`config.mk`:
```
export PLATFORM = sky130hd
export DESIGN_NAME = fir_fp16_mac_datapath
export DESIGN_NICKNAME = d
export VERILOG_FILES = /design/src/rtl/fir_fp16_mac_datapath.sv
export SDC_FILE = /design/constraint.sdc
export NUM_CORES = 1
export LEC_CHECK = 0
export BUFFER_PORTS_ARGS = -buffer_cell sky130_fd_sc_hd__buf_4
export CAP_MARGIN = 25
export CELL_PAD_IN_SITES_DETAIL_PLACEMENT = 1
export CELL_PAD_IN_SITES_GLOBAL_PLACEMENT = 2
export CORE_MARGIN = 3
export CORE_UTILIZATION = 29
export DETAILED_ROUTE_END_ITERATION = 12
export HOLD_SLACK_MARGIN = 0.03
export PLACE_DENSITY_LB_ADDON = 0.05
export SYNTH_ARGS = -nofsm -noshare
export SYNTH_HDL_FRONTEND = slang
export SYNTH_SLANG_ARGS = --single-unit
```
`constraint.sdc`:
```
create_clock -name clk -period 1.1 [get_ports clk]
set_input_delay 0.11 -clock clk [delete_from_list [all_inputs] [get_ports clk]]
set_output_delay 0.11 -clock clk [all_outputs]
set_load 0.01 [all_outputs]
```
`src/rtl/fir_fp16_mac_datapath.sv`:
```
// fir_fp16_mac_datapath
//   Arithmetic datapath of the FIR core: three independent single-cycle
//   registered stages sharing one clock and one asynchronous active-low reset.
//     converter : signed Q1.15 sample      -> fp16
//     multiplier: fp16 a * fp16 b          -> fp16
//     adder     : fp16 acc_in + multiplier_out -> fp16
//   All stages round to nearest even, flush subnormal inputs/results to
//   signed zero, saturate overflow to signed infinity and return canonical
//   NaN 0x7E00 for NaN inputs, inf*0 and inf+(-inf).
//
// Ports
//   clk            system clock, rising-edge active
//   rst            asynchronous reset, active low; clears all outputs
//   fixed_in       Q1.15 sample             float_out  fp16(fixed_in)
//   a, b           fp16 operands            result     fp16(a*b)
//   acc_in         fp16 accumulator value
//   multiplier_out fp16 product to add      acc_out    fp16(acc_in+multiplier_out)
module fir_fp16_mac_datapath #(
    parameter int DW = 16
) (
    input  logic          clk,
    input  logic          rst,
    input  logic [DW-1:0] fixed_in,
    output logic [DW-1:0] float_out,
    input  logic [DW-1:0] a,
    input  logic [DW-1:0] b,
    output logic [DW-1:0] result,
    input  logic [DW-1:0] acc_in,
    input  logic [DW-1:0] multiplier_out,
    output logic [DW-1:0] acc_out
);

    localparam logic [15:0] QNAN = 16'h7E00;

    // ------------------------------------------------------------------
    // Converter
    // ------------------------------------------------------------------
    logic [15:0] cv_mag;
    logic [15:0] cv_norm;
    logic [3:0]  cv_p;
    logic        cv_up;
    logic [11:0] cv_sig;
    logic [4:0]  cv_exp;
    logic [15:0] cv_next;

    always_comb begin
        // |0x8000| = 32768 still fits a 16-bit unsigned magnitude
        cv_mag = fixed_in[15] ? (~fixed_in + 16'd1) : fixed_in;
        cv_p   = '0;
        for (int unsigned i = 0; i < 16; i++) begin
            if (cv_mag[i]) cv_p = 4'(i);
        end
        // leading one moved to bit 15; value = mag * 2^-15 so biased exp = p
        cv_norm = cv_mag << (4'd15 - cv_p);
        cv_up   = cv_norm[4] & ((|cv_norm[3:0]) | cv_norm[5]);
        cv_sig  = {1'b0, cv_norm[15:5]} + {11'd0, cv_up};
        cv_exp  = {1'b0, cv_p} + {4'd0, cv_sig[11]};
        if (!cv_norm[15] || cv_p == 4'd0) begin
            // zero input, or 2^-15 which lies below the normal range
            cv_next = {fixed_in[15], 15'd0};
        end else begin
            cv_next = {fixed_in[15], cv_exp, cv_sig[11] ? cv_sig[10:1] : cv_sig[9:0]};
        end
    end

    // ------------------------------------------------------------------
    // Multiplier
    // ------------------------------------------------------------------
    logic [4:0]        ma_e, mb_e;
    logic              ma_nan, ma_inf, ma_zero;
    logic              mb_nan, mb_inf, mb_zero;
    logic              m_sign;
    logic [21:0]       m_prod;
    logic              m_hi;
    logic [10:0]       m_sig;
    logic              m_g, m_st, m_up;
    logic [11:0]       m_sig_r;
    logic signed [7:0] m_exp;
    logic [15:0]       m_next;

    always_comb begin
        ma_e    = a[14:10];
        mb_e    = b[14:10];
        ma_nan  = (&ma_e) & (|a[9:0]);
        ma_inf  = (&ma_e) & ~(|a[9:0]);
        ma_zero = (ma_e == 5'd0);
        mb_nan  = (&mb_e) & (|b[9:0]);
        mb_inf  = (&mb_e) & ~(|b[9:0]);
        mb_zero = (mb_e == 5'd0);
        m_sign  = a[15] ^ b[15];

        m_prod  = {11'd0, 1'b1, a[9:0]} * {11'd0, 1'b1, b[9:0]};
        m_hi    = m_prod[21];
        m_sig   = m_hi ? m_prod[21:11] : m_prod[20:10];
        m_g     = m_hi ? m_prod[10] : m_prod[9];
        m_st    = m_hi ? (|m_prod[9:0]) : (|m_prod[8:0]);
        m_up    = m_g & (m_st | m_sig[0]);
        m_sig_r = {1'b0, m_sig} + {11'd0, m_up};
        m_exp   = $signed({3'd0, ma_e}) + $signed({3'd0, mb_e}) - 8'sd15
                + $signed({7'd0, m_hi}) + $signed({7'd0, m_sig_r[11]});

        m_next = {m_sign, m_exp[4:0], m_sig_r[11] ? m_sig_r[10:1] : m_sig_r[9:0]};
        if (ma_nan || mb_nan || (ma_inf && mb_zero) || (mb_inf && ma_zero)) begin
            m_next = QNAN;
        end else if (ma_inf || mb_inf) begin
            m_next = {m_sign, 5'h1F, 10'd0};
        end else if (ma_zero || mb_zero) begin
            m_next = {m_sign, 15'd0};
        end else if (m_exp >= 8'sd31) begin
            m_next = {m_sign, 5'h1F, 10'd0};
        end else if (m_exp <= 8'sd0) begin
            m_next = {m_sign, 15'd0};
        end
    end

    // ------------------------------------------------------------------
    // Adder
    // ------------------------------------------------------------------
    logic              x_nan, x_inf, x_zero;
    logic              y_nan, y_inf, y_zero;
    logic              ad_swap, ad_sign, ad_sub;
    logic [14:0]       ad_big, ad_small;
    logic [4:0]        ad_d;
    logic [25:0]       ad_tmp;
    logic [12:0]       ad_al;
    logic              ad_st;
    logic [14:0]       ad_sum;
    logic [3:0]        ad_lp, ad_sh;
    logic [13:0]       ad_n;
    logic              ad_up;
    logic [11:0]       ad_sig_r;
    logic signed [7:0] ad_exp_base, ad_exp;
    logic [15:0]       ad_next;

    always_comb begin
        x_nan  = (&acc_in[14:10]) & (|acc_in[9:0]);
        x_inf  = (&acc_in[14:10]) & ~(|acc_in[9:0]);
        x_zero = (acc_in[14:10] == 5'd0);
        y_nan  = (&multiplier_out[14:10]) & (|multiplier_out[9:0]);
        y_inf  = (&multiplier_out[14:10]) & ~(|multiplier_out[9:0]);
        y_zero = (multiplier_out[14:10] == 5'd0);

        ad_swap  = multiplier_out[14:0] > acc_in[14:0];
        ad_big   = ad_swap ? multiplier_out[14:0] : acc_in[14:0];
        ad_small = ad_swap ? acc_in[14:0] : multiplier_out[14:0];
        ad_sign  = ad_swap ? multiplier_out[15] : acc_in[15];
        ad_sub   = acc_in[15] ^ multiplier_out[15];
        ad_d     = ad_big[14:10] - ad_small[14:10];

        // Smaller significand aligned to {sig, guard, round}; everything
        // shifted past the round bit collapses into a separate sticky bit.
        ad_tmp = {1'b1, ad_small[9:0], 15'd0} >> ad_d;
        if (ad_d > 5'd13) begin
            ad_al = '0;
            ad_st = 1'b1;
        end else begin
            ad_al = ad_tmp[25:13];
            ad_st = |ad_tmp[12:0];
        end

        ad_sum = ad_sub ? ({2'b01, ad_big[9:0], 3'd0} - {1'b0, ad_al, ad_st})
                        : ({2'b01, ad_big[9:0], 3'd0} + {1'b0, ad_al, ad_st});

        ad_lp = '0;
        for (int unsigned i = 0; i < 15; i++) begin
            if (ad_sum[i]) ad_lp = 4'(i);
        end
        ad_sh = 4'd13 - ad_lp;

        // Normalise so the leading one sits at bit 13 of ad_n
        if (ad_lp == 4'd14) begin
            ad_n        = {ad_sum[14:2], ad_sum[1] | ad_sum[0]};
            ad_exp_base = $signed({3'd0, ad_big[14:10]}) + 8'sd1;
        end else begin
            ad_n        = ad_sum[13:0] << ad_sh;
            ad_exp_base = $signed({3'd0, ad_big[14:10]}) - $signed({4'd0, ad_sh});
        end
        ad_up    = ad_n[2] & ((|ad_n[1:0]) | ad_n[3]);
        ad_sig_r = {1'b0, ad_n[13:3]} + {11'd0, ad_up};
        ad_exp   = ad_exp_base + $signed({7'd0, ad_sig_r[11]});

        ad_next = {ad_sign, ad_exp[4:0], ad_sig_r[11] ? ad_sig_r[10:1] : ad_sig_r[9:0]};
        if (x_nan || y_nan || (x_inf && y_inf && ad_sub)) begin
            ad_next = QNAN;
        end else if (x_inf) begin
            ad_next = acc_in;
        end else if (y_inf) begin
            ad_next = multiplier_out;
        end else if (x_zero && y_zero) begin
            ad_next = {acc_in[15] & multiplier_out[15], 15'd0};
        end else if (x_zero) begin
            ad_next = multiplier_out;
        end else if (y_zero) begin
            ad_next = acc_in;
        end else if (ad_sum == 15'd0) begin
            ad_next = '0;
        end else if (ad_exp >= 8'sd31) begin
            ad_next = {ad_sign, 5'h1F, 10'd0};
        end else if (ad_exp <= 8'sd0) begin
            ad_next = {ad_sign, 15'd0};
        end
    end

    // ------------------------------------------------------------------
    // Output registers
    // ------------------------------------------------------------------
    always_ff @(posedge clk or negedge rst) begin
        if (!rst) begin
            float_out <= '0;
            result    <= '0;
            acc_out   <= '0;
        end else begin
            float_out <= cv_next;
            result    <= m_next;
            acc_out   <= ad_next;
        end
    end

endmodule

```
== Word level (Yosys, flattened, before mapping) ==
Cells that the tools add are included.
Word-level totals
  register bits: 48
  input port bits: 82
  output and inout bits: 48
  logic and storage cells: 146
Cells by class
  add/sub/neg operators: 17
  multipliers: 1
  $lt $le $gt $ge: 6
  equal/unequal tests: 1
  shift-type cells: 3
  mux-type cells: 59
  bitwise logic cells: 23
  reductions and logical operators: 33
Operators by type and width (count)
  $mux W15: 10
  $mux W16: 9
  $mux W4: 26
  $reduce_or A10 Y1: 5
  $add A11 B1 Y12: 3
  $mux W10: 3
  $shr A26 B5 Y26: 1
  $mul A11 B11 Y22: 1
  $logic_not A5 Y1: 4
  $reduce_and A5 Y1: 4
  $add A16 B1 Y16 const B: 1
  $add A8 B2 Y8: 2
  $ge A8 B6 Y1 const B: 2
  $le A8 B1 Y1 const B: 2
  $not A16 Y16: 1
  $shl A16 B4 Y16: 1
  $add A14 B14 Y15: 1
  $gt A15 B15 Y1: 1
  $logic_not A15 Y1: 1
  $sub A14 B14 Y15: 1
  $mux W14: 1
  $shl A14 B4 Y14: 1
  $mux W13: 1
  $reduce_or A13 Y1: 1
  other kinds (25): 60

== Longest topological paths before layout ==
  depth after elaboration: 40
  mapped depth: 58

== Least setup slack after synthesis ==
OpenSTA, ideal clock, no wires.
  kind: input -> register
  from: input acc_in[12]
  to: register acc_out[4]
  setup time: 0.078 ns
  arrival: 10.773 ns
  required time: 1.022 ns
  setup slack: -9.751 ns
  cell stages on the path: 56
  buffers on the path: 7
  cells stage by stage: inv_1 > ha_1 > buf_2 > a21oi_1 > o21a_1 > o21ai_1 > o21ai_2 > buf_2 > a21oi_1 > ha_1 > clkbuf_1 > clkbuf_1 > clkbuf_1 > a21oi_1 > mux2i_1 > mux2_2 > nor2_1 > a21oi_1 > [... 20 more ...] > mux2i_1 > nand2_1 > o221ai_1 > o22a_2 > nand4_4 > nor4b_4 > ha_1 > ha_1 > inv_1 > nor3b_1 > xnor2_1 > o311a_1 > a21oi_1 > or4_1 > nor2_1 > nand3b_1 > o31a_1 > nor2_1
Between the ends
  word-level cells in the longest chain between the ends: 40
Ends and longest elaborated chain
  from (decl): line 28  | input logic [DW-1:0] acc_in,
  $gt A15 B15 Y1: line 143  | ad_swap = multiplier_out[14:0] > acc_in[14:0];
  $mux W15, on equally long branches: line 144, 145
  $sub A5 B5 Y5: line 148  | ad_d = ad_big[14:10] - ad_small[14:10];
  $shr A26 B5 Y26: line 152  | ad_tmp = {1'b1, ad_small[9:0], 15'd0} >> ad_d;
  $reduce_or A13 Y1: line 158  | ad_st = |ad_tmp[12:0];
  $mux W1: line 153  | if (ad_d > 5'd13) begin
  $add A14 B14 Y15 / $sub A14 B14 Y15 (equally long branches): line 162, 161
  $mux W15: line 161  | ad_sum = ad_sub ? ({2'b01, ad_big[9:0], 3'd0} - {1'b0, ad_al, ad_st})
  [... 25 more ...]
  $mux W16: line 195  | end else if (ad_sum == 15'd0) begin
  $mux W16: line 193  | end else if (y_zero) begin
  $mux W16: line 191  | end else if (x_zero) begin
  $mux W16: line 189  | end else if (x_zero && y_zero) begin
  $mux W16: line 187  | end else if (y_inf) begin
  $mux W16: line 185  | end else if (x_inf) begin
  $mux W16 *: line 183  | if (x_nan || y_nan || (x_inf && y_inf && ad_sub)) begin
  named net ad_next[4]: line 133  | logic [15:0] ad_next;
  to (signal assigned): line 215  | acc_out <= ad_next;
  to (decl): line 30  | output logic [DW-1:0] acc_out
Mark *: on every way through the listed nets, which the timed path passes. The rest lies on a longest branch.

== Final worst setup path ==
  from: input multiplier_out[7]
  to: register acc_out[4]
Between the ends
  word-level cells in the longest chain between the ends: 40
Ends and longest elaborated chain
  from (decl): line 29  | input logic [DW-1:0] multiplier_out,
  $gt A15 B15 Y1: line 143
  $mux W15, on equally long branches: line 144, 145
  $sub A5 B5 Y5: line 148
  $shr A26 B5 Y26: line 152
  $reduce_or A13 Y1: line 158
  $mux W1: line 153
  $add A14 B14 Y15 / $sub A14 B14 Y15 (equally long branches): line 162, 161
  $mux W15: line 161
  [... 25 more ...]
  $mux W16: line 195
  $mux W16: line 193
  $mux W16: line 191
  $mux W16: line 189
  $mux W16: line 187
  $mux W16: line 185
  $mux W16 *: line 183
  named net ad_next[4]: line 133
Marks and branches as above.

==> impl_metrics.tcl <==
set metrics [dict create \
    io_pins 130 \
    setup_violations 47 \
    worstSetupEndpointType "flop" \
    place_congestion 0.9057 \
    switchingPower_mw 30.20 \
    peakVddDrop_uv 3288 \
    cellLeakagePower_nw 10.44 \
    via_per_inst 5.193 \
    critPathArrivalTime_ns 9.84 \
    grt_max_degree 33 \
    cts_buffer_depth 2 \
    nets 2782 \
    track_usage_pct 25.01 \
    cp.required_ns 1.35 \
    p_int_mw 33.42 \
    power_frac_comb_pct 92.7 \
    whs_ns 0.1096 \
    synth_area_leaders "fa_1, ha_1, dfrtp_1" \
    wirelength_um 61210 \
    swShare_pct 47.47 \
    wl_per_cell_um 19.82 \
    drive_gt1_share_pct 47.56 \
    area_growth_pct 70.52 \
    portBuffers 129 \
    ys_types 103 \
    crit_fanout 7 \
    drv_cap 0 \
    antenna_left 0 \
    die_h_um 218.1 \
    synthFlopType "dfrtp_1" \
    start_util_pct 29.44 \
    clock_sinks 48 \
    syn_inst 1716 \
    violations "setup timing" \
    antenna_found_initial 1 \
    slowest_delay_ns 0.50 \
    power_frac_clock_pct 2.7 \
    layout_common_cells "buf_4, nand2_1, inv_1" \
    cts_root_buffer "clkbuf_16" \
    crit_type "input port to flop" \
    drt_iter0_drc 568 \
    finalWorstSetupSlack_ns -8.495 \
    cts_tree "built" \
    grt_pass1_wl_um 95340 \
    setup_tns_ns -273.24 \
    fin_crit_ns 9.595 \
    syn_nets 2003 \
    power_density_nw_per_um2 2860 \
    core_sq_um 44320 \
    seq_power_share_pct 4.6 \
    vias 16037 \
    rsz0062_at_grt "yes" \
    cp_common_cell "ha_4" \
    overflow 0 \
    cp-start-kind "input port" \
    yosysSeqAreaShare_pct 9.206 \
    synth-edff-count 0 \
    final_common_cell "buf_4" \
    die-width_um 218.1 \
    maxSlewViolCount 0 \
    dpl.hpwl_um 50850 \
    drcViolationCount 0 \
    numCtsBuffers 5 \
    crit_slowest_cell "mux4_2" \
    grt_pass1_vias 17201 \
    tightest_slew_ns 0.6467 \
    row_count 77 \
    yosysTopAreaCell "fa_1" \
    total_power_mw 63.62 \
    avgSynthCellArea_sq_um 7.603 \
    max_slew_margin_pct 56.56 \
    drt_pass1_iterations 5 \
    status "finished, violations left" \
    fin_util_pct 50.20 \
    hold_class "input port to flop" \
    ys_warn_count 0 \
    yosysTopAreaCellShare_pct 12.89 \
    async_reset_ff_share_pct 100.0 \
    syn_area_sq_um 13050 \
    ys_seq_elements 48 \
    min_period_over_period_pct 872.3 \
    path_clk_slew_ns 0.08 \
    die-area_sq_um 47570 \
    htree_levels 2 \
    max_freq_mhz 104.2 \
    antenna_cells 0 \
    hold_viol_final 0 \
]
sequential cells by signal, indices dropped and copies added, names as in the netlist:
register / cells
result: 16
acc_out: 16
float_out: 16
routing by layer:
layer  up-vias  part of all wire, %  GRT usage (%)
met3        45                  3.0          2.503
met1      8028                   48          35.67
met4         2                  1.2          3.479
li1       7728                    -              -
met5         -                0.028              0
met2       234                   48          41.90
layout make-up:
type | count | area (sq um)
fillers | 5291 | 22070
well taps | 592 | 740.7
flip-flops and latches | 48 | 1201
repair buffers | 836 | 6594
inverters | 158 | 629.4
clock buffers | 6 | 138.9
clock inverters | 2 | 13.76
multi-input cells | 1446 | 12930
metrics by stage:
step                worst slack, ns  cells  cell area, sq um
global placement             -8.942   2991             19750
finish                       -8.495   3088             22250
floorplan                    -8.549   1716             13860
detailed placement           -9.278   2991             19750
CTS                          -8.249   3055             21360
global route                 -8.908   3088             22250
logic make-up after synthesis:
group	synth area share, %
flip-flops	9.206
AO/OA/AOI/OAI	24.68
adder cells (fa/ha/maj)	24.49
buffers and inverters	6.511
XOR/XNOR	5.370
AND/OR/NAND/NOR	24.45
multiplexers	5.284
critical path: cells and delay by family:
kind,cells,cell delay (ns)
AOI/OAI and AO/OA,20,3.08
and+or+nand+nor,13,2.66
adders and majority gates,7,1.79
buffers and inverters,9,1.06
muxes,3,0.93
xor gates and xnor gates,1,0.17
worst paths after layout:
path                                   start                     to  slack (ns)  depth (start not counted)
max                        multiplier_out[7]   acc_out[4]$_DFF_PN0_       -8.50                         53
min in group asynchronous                rst   result[11]$_DFF_PN0_        0.21                          2
min                                    a[15]   result[15]$_DFF_PN0_        0.11                          3
max in group asynchronous                rst  acc_out[14]$_DFF_PN0_        0.41                          3
cells in the mapped netlist, types with 32 or more instances:
| library cell | instances |
|---|---|
| a21oi_1 | 109 |
| and2_1 | 75 |
| clkbuf_1 | 54 |
| dfrtp_1 | 48 |
| fa_1 | 84 |
| ha_1 | 121 |
| inv_1 | 155 |
| mux2i_1 | 43 |
| nand2_1 | 170 |
| nand3_1 | 55 |
| nor2_1 | 151 |
| nor3_1 | 32 |
| o21ai_0 | 104 |
| xnor2_1 | 50 |
timing repair:
item | CTS | global route
gates resized for setup | 206 | 151
pin swaps | 130 | 100
hold endpoints to repair | 49 | 0
hold buffers | 2 | 0
setup endpoints to repair | 47 | 47
cloned | 1 | 0
buffers inserted | 58 | 42
power groups by stage:
stage	Combinational [mW]	Sequential, mW	Clock, mW
5_1_grt	64.2	2.99	1.82
6_report	59.0	2.94	1.70
2_1_floorplan	27.2	3.04	0
3_5_place_dp	52.1	2.95	0
4_1_cts	56.4	2.94	1.75
3_3_place_gp	51.3	2.97	0
No activity file was read; power rests on OpenSTA's default activity.
